===== config.mk =====
export PLATFORM = sky130hd
export DESIGN_NAME = lanectrl_tx_dly_seq_flat
export DESIGN_NICKNAME = d
export VERILOG_FILES = /design/src/rtl/lanectrl_tx_dly_seq_if.sv /design/src/rtl/lanectrl_tx_dly_seq.sv /design/src/flat_wrapper.sv
export SDC_FILE = /design/constraint.sdc
export NUM_CORES = 1
export LEC_CHECK = 0
export BUFFER_PORTS_ARGS = -buffer_cell sky130_fd_sc_hd__buf_2
export CORE_MARGIN = 1.5
export CORE_UTILIZATION = 65
export CTS_BUF_LIST = sky130_fd_sc_hd__clkbuf_8
export DETAILED_ROUTE_END_ITERATION = 10
export PLACE_DENSITY = 0.95
export SETUP_SLACK_MARGIN = 0.3
export SYNTH_ARGS = -nofsm -noshare
export SYNTH_HDL_FRONTEND = slang
export SYNTH_SLANG_ARGS = --single-unit
export TNS_END_PERCENT = 5

===== constraint.sdc =====
create_clock -name FAB_CLK -period 6 [get_ports FAB_CLK]
set_clock_uncertainty 0.15 [all_clocks]
set_input_delay 1.2 -clock FAB_CLK [delete_from_list [all_inputs] [get_ports FAB_CLK]]
set_output_delay 1.2 -clock FAB_CLK [all_outputs]
set_load 0.01 [all_outputs]

===== src/rtl/lanectrl_tx_dly_seq_if.sv =====
// Command handshake and delay-line control bundle between the fabric-side
// sequencer (slave) and whatever drives commands and the out-of-range flag (master).
interface lanectrl_tx_dly_seq_if #(
  parameter int unsigned TAP_W = 8
);
  logic             cmd_valid;
  logic             cmd_ready;
  logic             cmd_load;
  logic [TAP_W-1:0] cmd_tap;
  logic             tx_delay_line_out_of_range;
  logic             delay_line_sel;
  logic             delay_line_load;
  logic             delay_line_direction;
  logic             delay_line_move;
  logic             hs_io_clk_pause;
  logic [TAP_W-1:0] cur_tap;
  logic             busy;
  logic             done;
  logic             err_oor;

  modport master (
    output cmd_valid, cmd_load, cmd_tap, tx_delay_line_out_of_range,
    input  cmd_ready, delay_line_sel, delay_line_load, delay_line_direction,
           delay_line_move, hs_io_clk_pause, cur_tap, busy, done, err_oor
  );

  modport slave (
    input  cmd_valid, cmd_load, cmd_tap, tx_delay_line_out_of_range,
    output cmd_ready, delay_line_sel, delay_line_load, delay_line_direction,
           delay_line_move, hs_io_clk_pause, cur_tap, busy, done, err_oor
  );
endinterface


===== src/rtl/lanectrl_tx_dly_seq.sv =====
// TX DQS delay-line sequencer: accepts "go to tap" / "reload default" commands,
// brackets every delay update with HS_IO_CLK_PAUSE, steps one tap per MOVE pulse
// and aborts on out-of-range. All outputs are registered.
// Optional build macro LANECTRL_TX_DLY_STEP_CNT_EN adds step_cnt_o, a saturating
// count of MOVE pulses cleared by reset and by each LOAD command.
module lanectrl_tx_dly_seq #(
  parameter int unsigned TAP_W       = 8,
  parameter int unsigned INIT_TAP    = 1,
  parameter int unsigned MAX_TAP     = 255,
  parameter int unsigned MOVE_GAP    = 4,
  parameter int unsigned PAUSE_LEAD  = 3,
  parameter int unsigned PAUSE_TRAIL = 3
) (
  input logic                  FAB_CLK,
  input logic                  RESET,
  lanectrl_tx_dly_seq_if.slave bus
`ifdef LANECTRL_TX_DLY_STEP_CNT_EN
  ,
  output logic [15:0]          step_cnt_o
`endif
);

  localparam logic [TAP_W-1:0] TapInit   = TAP_W'(INIT_TAP);
  localparam logic [TAP_W-1:0] TapMax    = TAP_W'(MAX_TAP);
  localparam logic [15:0]      LeadLast  = 16'(PAUSE_LEAD - 1);
  localparam logic [15:0]      TrailLast = 16'(PAUSE_TRAIL - 1);
  localparam logic [15:0]      GapLast   = 16'(MOVE_GAP - 1);

  typedef enum logic [2:0] {
    StIdle,
    StPausePre,
    StLoad,
    StMove,
    StGap,
    StPausePost,
    StDone
  } state_e;

  state_e           state_q;
  logic [15:0]      cnt_q;
  logic [TAP_W-1:0] target_q;
  logic             load_cmd_q;
  logic [TAP_W-1:0] cur_q;
  logic             ready_q, busy_q, sel_q, pause_q, dir_q, move_q, load_q, done_q, err_q;

  logic [TAP_W-1:0] tgt;
  logic [TAP_W-1:0] tap_step;

  // Clamp the requested tap and compute the next stepped tap (saturating, never wraps).
  always_comb begin
    tgt = (bus.cmd_tap > TapMax) ? TapMax : bus.cmd_tap;
    tap_step = cur_q;
    if (dir_q) begin
      if (cur_q != TapMax) tap_step = cur_q + 1'b1;
    end else if (cur_q != '0) begin
      tap_step = cur_q - 1'b1;
    end
  end

  // Command FSM; outputs are written alongside the state they belong to.
  always_ff @(posedge FAB_CLK) begin
    if (RESET) begin
      state_q    <= StIdle;
      cnt_q      <= '0;
      target_q   <= TapInit;
      load_cmd_q <= 1'b0;
      cur_q      <= TapInit;
      ready_q    <= 1'b1;
      busy_q     <= 1'b0;
      sel_q      <= 1'b0;
      pause_q    <= 1'b0;
      dir_q      <= 1'b1;
      move_q     <= 1'b0;
      load_q     <= 1'b0;
      done_q     <= 1'b0;
      err_q      <= 1'b0;
    end else begin
      move_q <= 1'b0;
      load_q <= 1'b0;
      done_q <= 1'b0;
      unique case (state_q)
        StIdle: begin
          if (bus.cmd_valid) begin
            load_cmd_q <= bus.cmd_load;
            target_q   <= tgt;
            err_q      <= 1'b0;
            ready_q    <= 1'b0;
            busy_q     <= 1'b1;
            cnt_q      <= '0;
            if (!bus.cmd_load && (tgt == cur_q)) begin
              // Already there: skip the pause entirely.
              state_q <= StDone;
              done_q  <= 1'b1;
            end else begin
              state_q <= StPausePre;
              pause_q <= 1'b1;
              sel_q   <= 1'b1;
              dir_q   <= (tgt > cur_q);
            end
          end
        end
        StPausePre: begin
          if (cnt_q == LeadLast) begin
            cnt_q <= '0;
            if (load_cmd_q) begin
              state_q <= StLoad;
              load_q  <= 1'b1;
              cur_q   <= TapInit;
            end else begin
              state_q <= StMove;
              move_q  <= 1'b1;
              cur_q   <= tap_step;
            end
          end else begin
            cnt_q <= cnt_q + 16'd1;
          end
        end
        StLoad: begin
          state_q <= StPausePost;
          cnt_q   <= '0;
        end
        StMove: begin
          state_q <= StGap;
          cnt_q   <= '0;
        end
        StGap: begin
          if (bus.tx_delay_line_out_of_range) begin
            err_q   <= 1'b1;
            state_q <= StPausePost;
            cnt_q   <= '0;
          end else if (cnt_q == GapLast) begin
            cnt_q <= '0;
            if (cur_q != target_q) begin
              state_q <= StMove;
              move_q  <= 1'b1;
              cur_q   <= tap_step;
            end else begin
              state_q <= StPausePost;
            end
          end else begin
            cnt_q <= cnt_q + 16'd1;
          end
        end
        StPausePost: begin
          if (cnt_q == TrailLast) begin
            state_q <= StDone;
            done_q  <= 1'b1;
            pause_q <= 1'b0;
            sel_q   <= 1'b0;
            cnt_q   <= '0;
          end else begin
            cnt_q <= cnt_q + 16'd1;
          end
        end
        StDone: begin
          state_q <= StIdle;
          ready_q <= 1'b1;
          busy_q  <= 1'b0;
        end
        default: state_q <= StIdle;
      endcase
    end
  end

`ifdef LANECTRL_TX_DLY_STEP_CNT_EN
  logic [15:0] step_cnt_q;

  // Saturating MOVE pulse counter, restarted by every LOAD pulse.
  always_ff @(posedge FAB_CLK) begin
    if (RESET || load_q) begin
      step_cnt_q <= '0;
    end else if (move_q && (step_cnt_q != 16'hFFFF)) begin
      step_cnt_q <= step_cnt_q + 16'd1;
    end
  end

  assign step_cnt_o = step_cnt_q;
`endif

  assign bus.cmd_ready            = ready_q;
  assign bus.busy                 = busy_q;
  assign bus.delay_line_sel       = sel_q;
  assign bus.hs_io_clk_pause      = pause_q;
  assign bus.delay_line_direction = dir_q;
  assign bus.delay_line_move      = move_q;
  assign bus.delay_line_load      = load_q;
  assign bus.done                 = done_q;
  assign bus.err_oor              = err_q;
  assign bus.cur_tap              = cur_q;

endmodule

===== src/flat_wrapper.sv =====
// flat-port wrapper written by rule: the top's interface ports become plain ports
module lanectrl_tx_dly_seq_flat 
#(
  parameter int unsigned TAP_W       = 8,
  parameter int unsigned INIT_TAP    = 1,
  parameter int unsigned MAX_TAP     = 255,
  parameter int unsigned MOVE_GAP    = 4,
  parameter int unsigned PAUSE_LEAD  = 3,
  parameter int unsigned PAUSE_TRAIL = 3
)
  (FAB_CLK, RESET, bus_cmd_valid, bus_cmd_load, bus_cmd_tap, bus_tx_delay_line_out_of_range, bus_cmd_ready, bus_delay_line_sel, bus_delay_line_load, bus_delay_line_direction, bus_delay_line_move, bus_hs_io_clk_pause, bus_cur_tap, bus_busy, bus_done, bus_err_oor);
  lanectrl_tx_dly_seq_if #(.TAP_W(TAP_W)) bus_i ();
  input logic FAB_CLK;
  input logic RESET;
  input wire logic [$bits(bus_i.cmd_valid)-1:0] bus_cmd_valid;
  input wire logic [$bits(bus_i.cmd_load)-1:0] bus_cmd_load;
  input wire logic [$bits(bus_i.cmd_tap)-1:0] bus_cmd_tap;
  input wire logic [$bits(bus_i.tx_delay_line_out_of_range)-1:0] bus_tx_delay_line_out_of_range;
  output wire logic [$bits(bus_i.cmd_ready)-1:0] bus_cmd_ready;
  output wire logic [$bits(bus_i.delay_line_sel)-1:0] bus_delay_line_sel;
  output wire logic [$bits(bus_i.delay_line_load)-1:0] bus_delay_line_load;
  output wire logic [$bits(bus_i.delay_line_direction)-1:0] bus_delay_line_direction;
  output wire logic [$bits(bus_i.delay_line_move)-1:0] bus_delay_line_move;
  output wire logic [$bits(bus_i.hs_io_clk_pause)-1:0] bus_hs_io_clk_pause;
  output wire logic [$bits(bus_i.cur_tap)-1:0] bus_cur_tap;
  output wire logic [$bits(bus_i.busy)-1:0] bus_busy;
  output wire logic [$bits(bus_i.done)-1:0] bus_done;
  output wire logic [$bits(bus_i.err_oor)-1:0] bus_err_oor;
  assign bus_i.cmd_valid = bus_cmd_valid;
  assign bus_i.cmd_load = bus_cmd_load;
  assign bus_i.cmd_tap = bus_cmd_tap;
  assign bus_i.tx_delay_line_out_of_range = bus_tx_delay_line_out_of_range;
  assign bus_cmd_ready = bus_i.cmd_ready;
  assign bus_delay_line_sel = bus_i.delay_line_sel;
  assign bus_delay_line_load = bus_i.delay_line_load;
  assign bus_delay_line_direction = bus_i.delay_line_direction;
  assign bus_delay_line_move = bus_i.delay_line_move;
  assign bus_hs_io_clk_pause = bus_i.hs_io_clk_pause;
  assign bus_cur_tap = bus_i.cur_tap;
  assign bus_busy = bus_i.busy;
  assign bus_done = bus_i.done;
  assign bus_err_oor = bus_i.err_oor;
  lanectrl_tx_dly_seq #(.TAP_W(TAP_W), .INIT_TAP(INIT_TAP), .MAX_TAP(MAX_TAP), .MOVE_GAP(MOVE_GAP), .PAUSE_LEAD(PAUSE_LEAD), .PAUSE_TRAIL(PAUSE_TRAIL)) u_core (.FAB_CLK(FAB_CLK), .RESET(RESET), .bus(bus_i));
endmodule

Yosys cells after proc, flatten, opt, wreduce, memory -nomap -nowiden --
Cells that the tools add are included.
Word-level totals: output and inout bits 17, register bits after elaboration 44, input port bits 13, logic and storage cells 106
Operators by class: reduce and logical (&&, ||, !) cells 20, order comparisons 2, muxes and demuxes 45, add/subtract/negate cells 3, equal/unequal tests 20, bitwise operators 3
Operator list (count):
- two-way mux 8 bit | 9
- two-way mux 16 bit | 4
- one-hot mux 16 bit (4 select lines) | 1
- == test 16 x 2 -> 1 bit, second input constant | 2
- two-way mux 3 bit | 7
- one-hot mux 3 bit (6 select lines) | 1
- adder 16 x 1 -> 16 bit, second input constant | 1
- two-way mux 1 bit | 16
- one-hot mux 8 bit (2 select lines) | 1
- one-hot mux 1 bit (2 select lines) | 6
- == test 3 bit, second input constant | 3
- adder 8 x 1 -> 8 bit, second input constant | 1
- == test 8 bit | 1
- > comparator 8 bit | 1
- > comparator 8 bit, second input constant | 1
- != test 2 x 1 -> 1 bit, second input constant | 4
- != test 2 bit, second input constant | 4
- != test 8 bit | 1
- != test 8 bit, second input constant | 1
- AND reduction 4 bit | 2
- nonzero test 2 bit | 4
- nonzero test 8 bit | 1
- subtractor 8 x 1 -> 8 bit, second input constant | 1
- == test 3 x 2 -> 1 bit, second input constant | 2
- 12 further kinds | 18

Longest topological paths before layout --
Gate-level depths: netlist of run 1.
depth after elaboration 7, mapped depth 9, depth with buffers taken out 8

Least setup slack after synthesis of run 1 --
OpenSTA, ideal clock, no wires.
path type input-to-reg, start input port bus_cmd_tap[7], end register u_core.state_q[1], required time 5.754 ns, library setup time 0.096 ns, slack 3.382 ns, buffers on the path 0, cell stages on the path 6, arrival 2.372 ns, path through ha_1 nand4_1 or3_1 nor2_1 a211oi_1 nor4b_1
Between the ends: word-level cells in the longest chain between the ends 7
Ends and longest elaborated chain:
- start, declared | line flat_wrapper.sv:17 | input wire logic [$bits(bus_i.cmd_tap)-1:0] bus_cmd_tap;
- > comparator 8 bit | line lanectrl_tx_dly_seq.sv:51 | tgt = (bus.cmd_tap > TapMax) ? TapMax : bus.cmd_tap;
- two-way mux 8 bit * | line lanectrl_tx_dly_seq.sv:51
- == test 8 bit * | line lanectrl_tx_dly_seq.sv:90 | if (!bus.cmd_load && (tgt == cur_q)) begin
- logical AND 1 bit * | line lanectrl_tx_dly_seq.sv:90
- two-way mux 3 bit * | line lanectrl_tx_dly_seq.sv:90
- two-way mux 3 bit * | line lanectrl_tx_dly_seq.sv:83 | if (bus.cmd_valid) begin
- one-hot mux 3 bit (6 select lines) * | line lanectrl_tx_dly_seq.sv:81 | unique case (state_q)
- end signal, assigned | line lanectrl_tx_dly_seq.sv:92 | state_q <= StDone;
- end signal, assigned | line lanectrl_tx_dly_seq.sv:95 | state_q <= StPausePre;
- end signal, assigned | line lanectrl_tx_dly_seq.sv:106 | state_q <= StLoad;
- end, declared | line lanectrl_tx_dly_seq.sv:39 | state_e state_q;
Every way passes the cells marked *; elsewhere a longest branch is shown, timed or not. The select of a mux whose other input is x is not followed. A chain may end at the register's enable or synchronous reset.

Worst setup path after layout of run 1 --
start input port bus_cmd_valid, end register u_core.cnt_q[0]
Between the ends: word-level cells in the longest chain between the ends 2
Ends and longest elaborated chain:
- start, declared | line flat_wrapper.sv:15 | input wire logic [$bits(bus_i.cmd_valid)-1:0] bus_cmd_valid;
- != test 2 bit (no source line)
- AND reduction 2 bit (no source line)
- end signal, assigned | line lanectrl_tx_dly_seq.sv:115 | cnt_q <= cnt_q + 16'd1;
- end signal, assigned | line lanectrl_tx_dly_seq.sv:141 | cnt_q <= cnt_q + 16'd1;
- end signal, assigned | line lanectrl_tx_dly_seq.sv:152 | cnt_q <= cnt_q + 16'd1;
- end, declared | line lanectrl_tx_dly_seq.sv:40 | logic [15:0] cnt_q;
Every way passes these cells.

==> results.md, run 1 <==
- The flow ran to the end, and the final reports show no timing, DRC or antenna violations.
- For this run, the slowest stage of the critical path takes 0.92 ns.
- The first-pass GRT wire length is between 10 and 15 mm.
- The initial antenna violation count was 0.
- Headroom to the max-slew limit came out at 0.222.
- The CTS tree is built.
- Of the synthesized area, sequential elements account for 0.317.
- The peak ir drop on the vdd network is 0.231 mV.
- The number of nets in the synthesized netlist is ~360.
- The largest net degree at the start of global routing is 30.
- The overall via count from detail_route is 2533.
- The largest total area in the synthesized netlist belongs to sky130_fd_sc_hd__dfxtp_1.
- The final instance area is 2960 um^2.
- The wire length per cell after detailed routing is ~16 um.
- The nature of the critical path startpoint is an input pin.
- The number of global-route vias before repair is about 2200.
- The number of gates resized after CTS is 0.
- Yosys attributes the largest share of cell area to sky130_fd_sc_hd__dfxtp_1, sky130_fd_sc_hd__ha_1, sky130_fd_sc_hd__xor2_1.
- Relative to the synthesized area, the layout overhead comes to 6.72%.
- The worst path meets setup with slightly below 3 ns of slack.
- A synthesized cell averages 8.38 um^2.
- The detailed router finished its first iteration with between 200 and 300 violations.
- The source-to-sink clock delay at the later pin of the worst-skew pair is roughly 0.30 ns.
- The number of remaining DRC errors is 0.
- For this design the static power due to leakage is 0.00114 uW.
- The tightest min-delay check is of the reg -> reg type.
- For this run, global-route usage on met1 was measured as 0.387.
- The kind of cell adding the most delay to the critical path is simple AND/OR/NAND/NOR gates.
- The die is 68.3 um wide.
- Traced cell by cell, the critical path runs through buf_2 > nor4_2 > a21oi_2 > inv_1 > a221oi_2 > or2_1 > nor2_1.
- The half-perimeter wire length after detailed placement is 4.52 mm.
- The cell with the biggest individual delay on the critical path is sky130_fd_sc_hd__or2_1.
- The area of the die is 4670 um^2.
- The prevailing post-synth register cell is sky130_fd_sc_hd__dfxtp_1.
- In this run the standard cell core region covers about 4100 um^2.
- The number of slew-limit violations in the final report is 0.
- The boundary pin count is 30.
- The number of antenna diodes in the final layout is 0.
- Dividing total power by cell area gives a power density of 218 nW/um^2.
- The tree is rooted in a sky130_fd_sc_hd__clkbuf_8.
- The share of final-layout standard cells stronger than drive strength 1 is 0.178.
- The count of nets left with antenna violations once routing finished came out at 0.
- Setup repair after global routing left no endpoint under its margin.
- The buffer depth of the longest clock path is 2.
- The pre-CTS setup slack is 2.61 ns.
- The final layout contains routed wiring with a total length of 6.37 mm.
- CTS built an H-tree with a depth of 2.
- After layout, the design draws a total of ~640 uW.
- The minimum clock period after layout is slightly above 3 ns.
- The slew at the pin closest to its max-slew limit is 1.17 ns.
- The nature of the critical path endpoint is a register.
- The global routing met3 resource utilization is 0.0658.
- For this design, the sink count on the clock tree is between 40 and 50.
- The type of the worst setup path is in -> reg.
- The count of warnings emitted by yosys is 0.
- The post-synthesis cell area is roughly 2800 um^2.
- The post-synthesis cell count is 331.
- The total congestion overflow after global routing is 0.
- The fraction of post-synthesis cell area in the top cell type by area is 0.317.
- On the final layout, the worst hold slack is 0.326 ns.
- The maximum clock frequency is ~320 MHz.
- The routed via count divided by cell count is roughly 6.4.
- In this run, post-CTS hold repair placed 0 buffers.
- The data arrival time of the critical path is between 3 and 4 ns.
- For this configuration, the core starts out at a cell density of 0.684.
- Max-cap violations in this run came to 0.
- The number of synthesized flops with an enable pin is 0.
- The proportion of synthesized flip-flops having asynchronous set or reset is 0.
- The layer flagged by global routing as most heavily used is met2.
- The sum of buffers and inverters on the critical path is 2.
- For met2 alone, demand over resource in global routing was 0.470.
- Synthesis inferred 44 register bits.
- The number of post-CTS setup repair buffers is 0.
- Port buffering added 29 buffers.
- STA puts the critical path data required time at between 5 and 6 ns.
- Setup violations remaining at the end of the flow were counted as 0.
- The total iterations of the first detailed-routing run is 5.
- The floorplan step set the die height to 68.3 um.
- The multi-input combinational cell area is 1730 um^2.
- Across every metal layer, demand over resource in global routing totals 0.293.
- Clock tree synthesis inserted a total of 5 buffers.
- Counting the fill cells in the layout gives 288.
- The final estimated routing congestion in global placement is between 0.9 and 1.
- The placed standard-cell area is 2870 um^2.
- The setup TNS after final layout is 0 ns.
- The final layout net count is 374.
- After clock tree synthesis, the clock-pin slew on the worst setup and hold paths is ~0.080 ns.
- The netlist uses 57 different library cells.
- The hold violation count in the final report came to 0.
- The maximum fanout encountered on the critical timing path is 16.
- The floorplan has 23 rows.
- Of the available clock period, the critical path in the final layout requires 0.520.
- Summing all flip-flop and latch instances after layout gives 881 um^2.
-- final timing paths --
path,startpoint,to,slack [ns],cells past startpoint
setup reg to reg,u_core.state_q[2]$_SDFFE_PP0P_,u_core.cnt_q[0]$_SDFFE_PP0P_,3.11,6
hold / removal,u_core.target_q[1]$_SDFFE_PP0P_,u_core.target_q[1]$_SDFFE_PP0P_,0.33,2
hold reg to reg,u_core.target_q[1]$_SDFFE_PP0P_,u_core.target_q[1]$_SDFFE_PP0P_,0.33,2
setup / recovery,bus_cmd_valid,u_core.cnt_q[0]$_SDFFE_PP0P_,2.88,7
-- kinds of logic (layout without fill, tap and decap cells) --
family,after synthesis,in the layout,synth area share
and+or+nand+nor,146,146,0.307
adders and majority gates,13,13,0.0586
AOI/OAI and AO/OA,67,67,0.161
muxes,3,3,0.0113
buffers and inverters,31,48,0.0586
DFF,44,44,0.317
xor gates and xnor gates,27,27,0.0852
-- worst register-to-register path, stage by stage, from the launching register on --
cell,delay (ns)
sky130_fd_sc_hd__dfxtp_1,0.70
sky130_fd_sc_hd__nor4_2,0.17
sky130_fd_sc_hd__a21oi_2,0.37
sky130_fd_sc_hd__inv_1,0.10
sky130_fd_sc_hd__a221oi_2,0.20
sky130_fd_sc_hd__or2_1,0.92
sky130_fd_sc_hd__nor2_1,0.13
-- stage by stage --
step | util | std cells
floorplan | - | 331
global placement | 0.706 | 391
detailed placement | 0.706 | 391
CTS | 0.730 | 398
global route | 0.730 | 398
finish | 0.730 | 398
-- metal layers --
layer / vias up / share of wire
met3: 25 / 0.073
li1: 1194 / -
met2: 127 / 0.47
met4: 0 / 0.025
met1: 1187 / 0.43
met5: - / 0
-- placed cells by master, fill, tap and decap left out, drive strengths merged, types with 3 or more instances in the layout --
cell    netlist  layout
a21oi        23      23
xor2         16      16
nor2         44      44
xnor2        11      11
nor3b         3       3
dfxtp        44      44
clkbuf        8       7
or2           3       3
nand2        37      37
o21ai        12      12
nand3         8       8
nor4          9       9
buf          11      29
nand2b        4       4
and3          9       9
o211ai        5       5
nand4         9       9
nor3          4       4
a22oi         8       8
a211oi        5       5
inv          12      12
ha           13      13
nor2b         4       4
-- cells in the mapped netlist, types with 6 or more instances --
| cell type | instances |
|---|---|
| sky130_fd_sc_hd__a21oi_1 | 22 |
| sky130_fd_sc_hd__nor2_1 | 34 |
| sky130_fd_sc_hd__dfxtp_1 | 44 |
| sky130_fd_sc_hd__buf_2 | 6 |
| sky130_fd_sc_hd__ha_1 | 13 |
| sky130_fd_sc_hd__xnor2_1 | 11 |
| sky130_fd_sc_hd__a22oi_1 | 8 |
| sky130_fd_sc_hd__nand2_1 | 36 |
| sky130_fd_sc_hd__and3_1 | 9 |
| sky130_fd_sc_hd__o21ai_0 | 10 |
| sky130_fd_sc_hd__nand3_1 | 8 |
| sky130_fd_sc_hd__nand4_1 | 9 |
| sky130_fd_sc_hd__clkbuf_1 | 8 |
| sky130_fd_sc_hd__inv_1 | 12 |
| sky130_fd_sc_hd__xor2_1 | 16 |
| sky130_fd_sc_hd__nor2_4 | 10 |
-- where the power goes --
part / internal, uW / leakage (uW) / switching (uW)
clock: 102 / 0.0000503 / 93.4
combinational: 46.7 / 0.000737 / 73.3
sequential: 305 / 0.000358 / 23.2
-- cell type report --
type	instances	area share
multi-input cells	256	0.585
well taps	50	0.0211
clock buffers	7	0.0325
inverters	12	0.0152
flip-flops and latches	44	0.297
repair buffers	29	0.0490
-- flip-flops by register name, summed over array words and instances, names as in the netlist --
register                         flops
u_core.cnt_q                        16
u_core.bus.cur_tap                   8
u_core.target_q                      8
u_core.state_q                       3
u_core.bus.busy                      1
u_core.bus.cmd_ready                 1
u_core.bus.delay_line_direction      1
u_core.bus.delay_line_load           1
u_core.bus.delay_line_move           1
u_core.bus.delay_line_sel            1
u_core.bus.done                      1
u_core.bus.err_oor                   1
u_core.load_cmd_q                    1
No activity file was read; power rests on OpenSTA's default activity.
==> run 2: changes to the inputs <==
--- a/config.mk
+++ b/config.mk
@@ -7,10 +7,10 @@
 export LEC_CHECK = 0
 export BUFFER_PORTS_ARGS = -buffer_cell sky130_fd_sc_hd__buf_2
 export CORE_MARGIN = 1.5
-export CORE_UTILIZATION = 65
+export CORE_UTILIZATION = 55
 export CTS_BUF_LIST = sky130_fd_sc_hd__clkbuf_8
 export DETAILED_ROUTE_END_ITERATION = 10
-export PLACE_DENSITY = 0.95
+export PLACE_DENSITY = 0.87
 export SETUP_SLACK_MARGIN = 0.3
 export SYNTH_ARGS = -nofsm -noshare
 export SYNTH_HDL_FRONTEND = slang
==> constraint.sdc (replaced) <==
create_clock -name FAB_CLK -period 2.8 [get_ports FAB_CLK]
set_clock_uncertainty 0.15 [all_clocks]
set_input_delay 0.56 -clock FAB_CLK [delete_from_list [all_inputs] [get_ports FAB_CLK]]
set_output_delay 0.56 -clock FAB_CLK [all_outputs]
set_load 0.01 [all_outputs]
==> results.md, run 2 (synthesis results as in run 1) <==
- The total congestion overflow after global routing is 0 (unchanged).
- The area of the die is 5480 um^2 (was 4670 um^2).
- The clock-pin slew on the worst setup and hold paths is 0.08 ns (about the same).
- The largest net degree at the start of global routing is 30 (unchanged).
- The final worst slack is 0.479 ns (was 2.88 ns).
- The maximum fanout encountered on the critical timing path is 12 (was 16).
- The setup TNS after final layout was 0 ns (unchanged).
- The register-to-register setup slack is 0.48 ns (was 3.11 ns).
- The hold violation count in the final report is 0 (unchanged).
- The relative contribution of the clock network to total power came to 0.299 (was 0.304).
- Run status: completed (unchanged).
- The slew at the pin closest to its max-slew limit is 0.521 ns (was 1.17 ns).
- The net switching power figure was 413 uW (was 190 uW).
- The pre-CTS setup slack is 0.420 ns (was 2.61 ns).
- The first-pass GRT wire length is 10.4 mm (was 10.2 mm).
- The placeable core area is 4790 um^2 (was 4060 um^2).
- The worst min-delay path category is reg -> reg (unchanged).
- The wire length per cell after detailed routing is 14.6 um (was 16.0 um).
- The buffer type at the clock tree root was sky130_fd_sc_hd__clkbuf_8 (unchanged).
- The initial antenna violation count is 0 (unchanged).
- The wire length reported by the detailed router is 6.17 mm (was 6.37 mm).
- The number of port buffers was 29 (unchanged).
- The final layout net count is 380 (was 374).
- The nature of the critical path endpoint is a register (unchanged).
- The combinational fraction of design power is 0.194 (was 0.186).
- The CTS tree is built (unchanged).
- The first-iteration detailed-routing DRC count is 267 (was 293).
- The net switching share of the total power came to 0.301 (was 0.295).
- The maximum clock frequency is between 400 and 500 MHz.
- The peak per-stage delay on the critical path was 0.60 ns (was 0.92 ns).
- The register with the highest flop count is u_core.cnt_q (unchanged).
- The cell with the biggest individual delay on the critical path is sky130_fd_sc_hd__dfxtp_1 (was sky130_fd_sc_hd__or2_1).
- The nature of the critical path startpoint is a register (was input pin).
- The total iterations of the first detailed-routing run is 4 (was 5).
- The final setup violation count is 0 (unchanged).
- CP cell instances: inv_1 > ha_1 > nand4_1 > or3_1 > nor2_1 > a211oi_1 > nor4b_1 (was buf_2 > nor4_2 > a21oi_2 > inv_1 > a221oi_2 > or2_1 > nor2_1).
- The max-cap violation count came to 0 (unchanged).
- The number of H-tree branching levels came to 2 (unchanged).
- The routed via count divided by cell count is 5.83 (was 6.36).
- The share of final-layout standard cells stronger than drive strength 1 is 0.200 (was 0.178).
- The diode insertion count for antenna repair was 0 (unchanged).
- The placed standard-cell area was 2930 um^2 (was 2870 um^2).
- Commonest non-fill, non-tap cells in the layout: sky130_fd_sc_hd__dfxtp_1, sky130_fd_sc_hd__nand2_1, sky130_fd_sc_hd__nor2_1, sky130_fd_sc_hd__buf_2, sky130_fd_sc_hd__a21oi_1 (unchanged).
- The vertical extent of the die is 74.0 um (was 68.3 um).
- RSZ-0062 raised after global routing: false (unchanged).
- The worst endpoint required time is 2.85 ns (was 5.99 ns).
- The number of gates resized after CTS is 0 (unchanged).
- The cell-internal power came to 958 uW (was 455 uW).
- The number of global-route vias before repair is 2275 (was 2219).
- The peak ir drop on the vdd network is 0.410 mV (was 0.231 mV).
- The buffer depth of the longest clock path is 2 (unchanged).
- The number of clock buffers inserted by TritonCTS is 5 (unchanged).
- The number of flip-flops under the largest register name is 16 (unchanged).
- The final estimated routing congestion in global placement was 0.969 (was 0.917).
- The data arrival time of the critical path is 2.37 ns (was 3.11 ns).
- The most common cell after layout, fill and taps aside was sky130_fd_sc_hd__dfxtp_1 (unchanged).
- Dividing the final minimum period by the clock period gives 0.829.
- The end-of-flow core utilization is 0.633 (was 0.730).
- The clock sink count came to 44 (unchanged).
- The number of post-CTS setup repair buffers is 0 (unchanged).
- The source-to-sink clock delay at the later pin of the worst-skew pair is 0.30 ns (about the same).
- The initial core utilization was 0.580 (was 0.684).
- The worst max-slew margin expressed relative to the limit is 0.652 (was 0.222).
- After layout, the minimum clock period comes to approximately 2.3 ns.
- The final instance area is 3030 um^2 (was 2960 um^2).
- The boundary pin count is 30 (unchanged).
- The overall via count from detail_route is 2462 (was 2533).
- The type of the worst setup path is reg -> reg (was in -> reg).
- The number of buffers inserted by hold repair at cts came to 0 (unchanged).
- The number of remaining DRC errors is 0 (unchanged).
- The half-perimeter wire length after detailed placement is 4.43 mm (was 4.52 mm).
- The number of routed nets with antenna violations is 0 (unchanged).
- The leakage power figure was 0.00118 uW (was 0.00114 uW).
- The sequential share of power is 0.507 (was 0.510).
- The row count was 25 (was 23).
- The die width is 74.0 um (was 68.3 um).
- The number of slew-limit violations in the final report came to 0 (unchanged).
- The area growth from synthesis to layout was 9.15% (was 6.72%).
- The cell area power density is 453 nW/um^2 (was 218 nW/um^2).
- The total routing resource utilization after global routing came to 0.243 (was 0.293).
[run 2: changes by cell type in the layout (fill, tap and decap cells not counted)]
cell	previous run	this run
sky130_fd_sc_hd__buf_4	0	6
sky130_fd_sc_hd__dfxtp_1	44	41
sky130_fd_sc_hd__dfxtp_2	0	3
sky130_fd_sc_hd__clkbuf_8	7	6
sky130_fd_sc_hd__clkinvlp_4	0	1
sky130_fd_sc_hd__inv_1	12	13
[run 2: per-layer routing]
layer  wire length, um  up-vias  GRT usage
met3               434       13     0.0393
li1                  -     1210          -
met5                 0        -          0
met2              2830       88      0.375
met4                95        0     0.0905
met1              2820     1151      0.343
[run 2: worst max-delay path: cells and delay by family (launching register included)]
| family | cells | cell delay, ns |
|---|---|---|
| AO/OA/AOI/OAI | 1 | 0.06 |
| adder cells (fa/ha/maj) | 1 | 0.29 |
| buffers and inverters | 1 | 0.09 |
| flip-flops | 1 | 0.60 |
| AND/OR/NAND/NOR | 4 | 1.04 |
[run 2: worst paths after layout]
path / start / end / depth (start not counted)
setup / recovery: u_core.bus.cur_tap[4]$_SDFFE_PP0P_ / u_core.state_q[1]$_SDFFE_PP0P_ / 7
hold reg to reg: u_core.target_q[6]$_SDFFE_PP0P_ / u_core.target_q[6]$_SDFFE_PP0P_ / 2
setup reg to reg: u_core.bus.cur_tap[4]$_SDFFE_PP0P_ / u_core.state_q[1]$_SDFFE_PP0P_ / 7
hold / removal: u_core.target_q[6]$_SDFFE_PP0P_ / u_core.target_q[6]$_SDFFE_PP0P_ / 2
[run 2: power groups by stage]
| stage | sequential [uW] | clock, uW | combinational, uW |
|---|---|---|---|
| after floorplan | 696 | 0 | 218 |
| after global placement | 708 | 0 | 252 |
| after detailed placement | 709 | 0 | 261 |
| after CTS | 695 | 416 | 264 |
| after global routing | 700 | 446 | 297 |
| final | 695 | 410 | 266 |
[run 2: cell type report]
| type | count | area, um^2 |
|---|---|---|
| multi-input combinational | 256 | 1730 |
| inverter | 12 | 45.0 |
| clock inverter | 2 | 11.3 |
| tap | 67 | 83.8 |
| clock buffer | 6 | 82.6 |
| timing repair buffer | 35 | 190 |
| fill | 389 | 1760 |
| sequential | 44 | 885 |
[run 2: stage by stage]
step	cells	total power [uW]	hold slack, ns
detailed placement	414	970	0.314
global route	422	1440	0.346
finish	422	1370	0.326
CTS	422	1370	0.329
global placement	414	960	0.305
floorplan	331	914	0.298
==> run 3: changes to the inputs <==
--- a/config.mk
+++ b/config.mk
@@ -7,10 +7,10 @@
 export LEC_CHECK = 0
 export BUFFER_PORTS_ARGS = -buffer_cell sky130_fd_sc_hd__buf_2
 export CORE_MARGIN = 1.5
-export CORE_UTILIZATION = 55
+export CORE_UTILIZATION = 61
 export CTS_BUF_LIST = sky130_fd_sc_hd__clkbuf_8
 export DETAILED_ROUTE_END_ITERATION = 10
-export PLACE_DENSITY = 0.87
+export PLACE_DENSITY = 0.91
 export SETUP_SLACK_MARGIN = 0.3
 export SYNTH_ARGS = -nofsm -noshare
 export SYNTH_HDL_FRONTEND = slang
==> constraint.sdc (replaced) <==
create_clock -name FAB_CLK -period 2.2 [get_ports FAB_CLK]
set_clock_uncertainty 0.15 [all_clocks]
set_input_delay 0.44 -clock FAB_CLK [delete_from_list [all_inputs] [get_ports FAB_CLK]]
set_output_delay 0.44 -clock FAB_CLK [all_outputs]
set_load 0.01 [all_outputs]
==> results.md, run 3 (synthesis results as in run 1) <==
- The number of port buffers is 29 (unchanged).
- The number of buffers inserted by hold repair at cts came to 0 (unchanged).
- The global routing met3 resource utilization is 0.0736 (was 0.0393).
- The initial core utilization was 0.637 (was 0.580).
- The wire length reported by the detailed router is 8.79 mm (was 6.17 mm).
- The cell area power density is 552 nW/um^2 (was 453 nW/um^2).
- The global routing usage on met1 came to 0.391 (was 0.343).
- The final worst hold slack is 0.250 ns (was 0.326 ns).
- The slew at the pin closest to its max-slew limit is 0.558 ns (was 0.521 ns).
- The setup TNS after final layout is -0.105 ns (was 0 ns).
- The buffer depth of the longest clock path is 2 (unchanged).
- The number of routed nets with antenna violations was 0 (unchanged).
- The share of final-layout standard cells stronger than drive strength 1 was 0.338 (was 0.200).
- The final estimated routing congestion in global placement is 0.961 (was 0.969).
- The routed via count divided by cell count is 6.59 (was 5.83).
- The row count is 24 (was 25).
- The number of H-tree branching levels was 2 (unchanged).
- The wire length per cell after detailed routing is 20.1 um (was 14.6 um).
- The initial antenna violation count is 0 (unchanged).
- The clock-pin slew on the worst setup and hold paths is 0.08 ns (about the same).
- The clock sink count is 44 (unchanged).
- The number of remaining DRC errors is 0 (unchanged).
- The register-to-register setup slack came to -0.11 ns (was 0.48 ns).
- The multi-input combinational cell area was 1910 um^2 (was 1730 um^2).
- The area of the die was 4960 um^2 (was 5480 um^2).
- The type of the worst setup path is reg -> reg (unchanged).
- The max-cap violation count came to 0 (unchanged).
- The final setup violation count is 1 (was 0).
- The hold violation count in the final report is 0 (unchanged).
- The number of clock buffers inserted by TritonCTS is 5 (unchanged).
- The nature of the critical path startpoint is a register (unchanged).
- The register with the highest flop count is u_core.cnt_q (unchanged).
- The vertical extent of the die was 70.5 um (was 74.0 um).
- The diode insertion count for antenna repair is 0 (unchanged).
- The peak ir drop on the vdd network is 0.564 mV (was 0.410 mV).
- The buffer type at the clock tree root is sky130_fd_sc_hd__clkbuf_8 (unchanged).
- The first-pass GRT wire length is 12.2 mm (was 10.4 mm).
- The final worst slack is -0.105 ns (was 0.479 ns).
- The data arrival time of the critical path was 2.38 ns (was 2.37 ns).
- The number of flip-flops under the largest register name is 16 (unchanged).
- The overall power was 1930 uW (was 1370 uW).
- The CTS tree is built (unchanged).
- The most common cell after layout, fill and taps aside is sky130_fd_sc_hd__nand2_1 (was sky130_fd_sc_hd__dfxtp_1).
- The die width is 70.5 um (was 74.0 um).
- The total routing resource utilization after global routing is 0.310 (was 0.243).
- The nature of the critical path endpoint is a register (unchanged).
- The leakage power figure came to 0.00138 uW (was 0.00118 uW).
- Run status: finished, violations left (was completed).
- The overall via count from detail_route is 2880 (was 2462).
- The number of filler cells placed in the layout is 249 (was 389).
- The share of the cycle needed by the critical path after routing is 1.05 (was 0.829).
- The worst min-delay path category is in -> reg (was reg -> reg).
- The storage element area is 912 um^2 (was 885 um^2).
- RSZ-0062 raised after global routing: true (was false).
- The worst max-slew margin expressed relative to the limit came to 0.628 (was 0.652).
- The source-to-sink clock delay at the later pin of the worst-skew pair is 0.30 ns (about the same).
- The maximum clock frequency is 434 MHz (was 431 MHz).
- The worst endpoint required time came to 2.28 ns (was 2.85 ns).
- The boundary pin count was 30 (unchanged).
- The half-perimeter wire length after detailed placement is 4.88 mm (was 4.43 mm).
- The end-of-flow core utilization came to 0.802 (was 0.633).
- The first-iteration detailed-routing DRC count is 434 (was 267).
- The met2 demand-to-capacity share in global routing is 0.505 (was 0.375).
- The total iterations of the first detailed-routing run is 6 (was 4).
- The number of slew-limit violations in the final report came to 0 (unchanged).
- The minimum clock period after layout is 2.31 ns (was 2.32 ns).
- The placeable core area came to 4350 um^2 (was 4790 um^2).
- The highest-utilization routing layer at the global route stage is met2 (unchanged).
- The final layout net count is 412 (was 380).
- The largest net degree at the start of global routing is 29 (was 30).
- The pre-CTS setup slack came to -0.0143 ns (was 0.420 ns).
- Commonest non-fill, non-tap cells in the layout: sky130_fd_sc_hd__nand2_1, sky130_fd_sc_hd__dfxtp_1, sky130_fd_sc_hd__buf_4, sky130_fd_sc_hd__nor2_1, sky130_fd_sc_hd__buf_2 (was sky130_fd_sc_hd__dfxtp_1, sky130_fd_sc_hd__nand2_1, sky130_fd_sc_hd__nor2_1, sky130_fd_sc_hd__buf_2, sky130_fd_sc_hd__a21oi_1).
- The area growth from synthesis to layout is 25.8% (was 9.15%).
- The number of global-route vias before repair was 2562 (was 2275).
- The maximum fanout encountered on the critical timing path came to 9 (was 12).
- The total congestion overflow after global routing is 0 (unchanged).
- The final reports fail on setup timing.
run 3: cell count changes in the layout (fill, tap and decap cells not counted), moves of 2 or more:
| cell | previous run | this run |
|---|---|---|
| sky130_fd_sc_hd__dfxtp_4 | 0 | 8 |
| sky130_fd_sc_hd__dfxtp_1 | 41 | 35 |
| sky130_fd_sc_hd__buf_6 | 0 | 3 |
| sky130_fd_sc_hd__ha_1 | 13 | 6 |
| sky130_fd_sc_hd__dfxtp_2 | 3 | 1 |
| sky130_fd_sc_hd__inv_1 | 13 | 6 |
| sky130_fd_sc_hd__inv_4 | 0 | 2 |
| sky130_fd_sc_hd__nor2_1 | 34 | 32 |
| sky130_fd_sc_hd__buf_4 | 6 | 33 |
| sky130_fd_sc_hd__nor4_1 | 5 | 3 |
| sky130_fd_sc_hd__inv_2 | 0 | 4 |
| sky130_fd_sc_hd__ha_4 | 0 | 7 |
| sky130_fd_sc_hd__nor4_4 | 0 | 3 |
| sky130_fd_sc_hd__nor2_2 | 0 | 2 |
run 3: metal layers:
layer	vias up	share of wire	wire length, um
li1	1275	-	-
met1	1351	0.38	3350
met2	206	0.47	4110
met3	48	0.092	806
met4	0	0.059	516
met5	-	0	0
run 3: path summary, 6_finish.rpt:
| kind | startpoint | cells after the start | end |
|---|---|---|---|
| worst min register to register | u_core.target_q[2]$_SDFFE_PP0P_ | 2 | u_core.target_q[2]$_SDFFE_PP0P_ |
| worst min-delay path | bus_cmd_tap[4] | 3 | u_core.target_q[4]$_SDFFE_PP0P_ |
| worst max register to register | u_core.bus.cur_tap[3]$_SDFFE_PP0P_ | 8 | u_core.bus.cur_tap[0]$_SDFFE_PP1P_ |
| worst max-delay path | u_core.bus.cur_tap[3]$_SDFFE_PP0P_ | 8 | u_core.bus.cur_tap[0]$_SDFFE_PP1P_ |
run 3: per-stage QoR:
step,area [um^2],instances
4_1_cts,3280,425
3_3_place_gp,3040,412
2_1_floorplan,2810,331
5_1_grt,3490,437
3_5_place_dp,3040,412
6_report,3490,437
run 3: what timing repair did:
action / CTS / global route
resized for setup: 19 / 24
pin swaps: 10 / 13
endpoints found under the setup margin: 31 / 41
buffers inserted: 7 / 12
run 3: power by group:
group	internal [uW]	switching [uW]
clock	326	268
combinational	187	269
sequential	825	51.8
total	1340	589
run 3: cell type report:
cell class | count | area share
flip-flops and latches | 44 | 0.261
repair buffers | 67 | 0.129
inverters | 12 | 0.0143
clock inverters | 1 | 0.00860
clock buffers | 5 | 0.0197
well taps | 52 | 0.0186
multi-input cells | 256 | 0.548
run 3: worst max-delay path, cell delays in order (launching register included):
cell,delay (ns)
sky130_fd_sc_hd__dfxtp_4,0.38
sky130_fd_sc_hd__buf_4,0.14
sky130_fd_sc_hd__xor2_1,0.38
sky130_fd_sc_hd__nor4_4,0.09
sky130_fd_sc_hd__buf_4,0.17
sky130_fd_sc_hd__a211oi_4,0.30
sky130_fd_sc_hd__o21ai_4,0.14
sky130_fd_sc_hd__or3_1,0.37
sky130_fd_sc_hd__nand4b_1,0.11
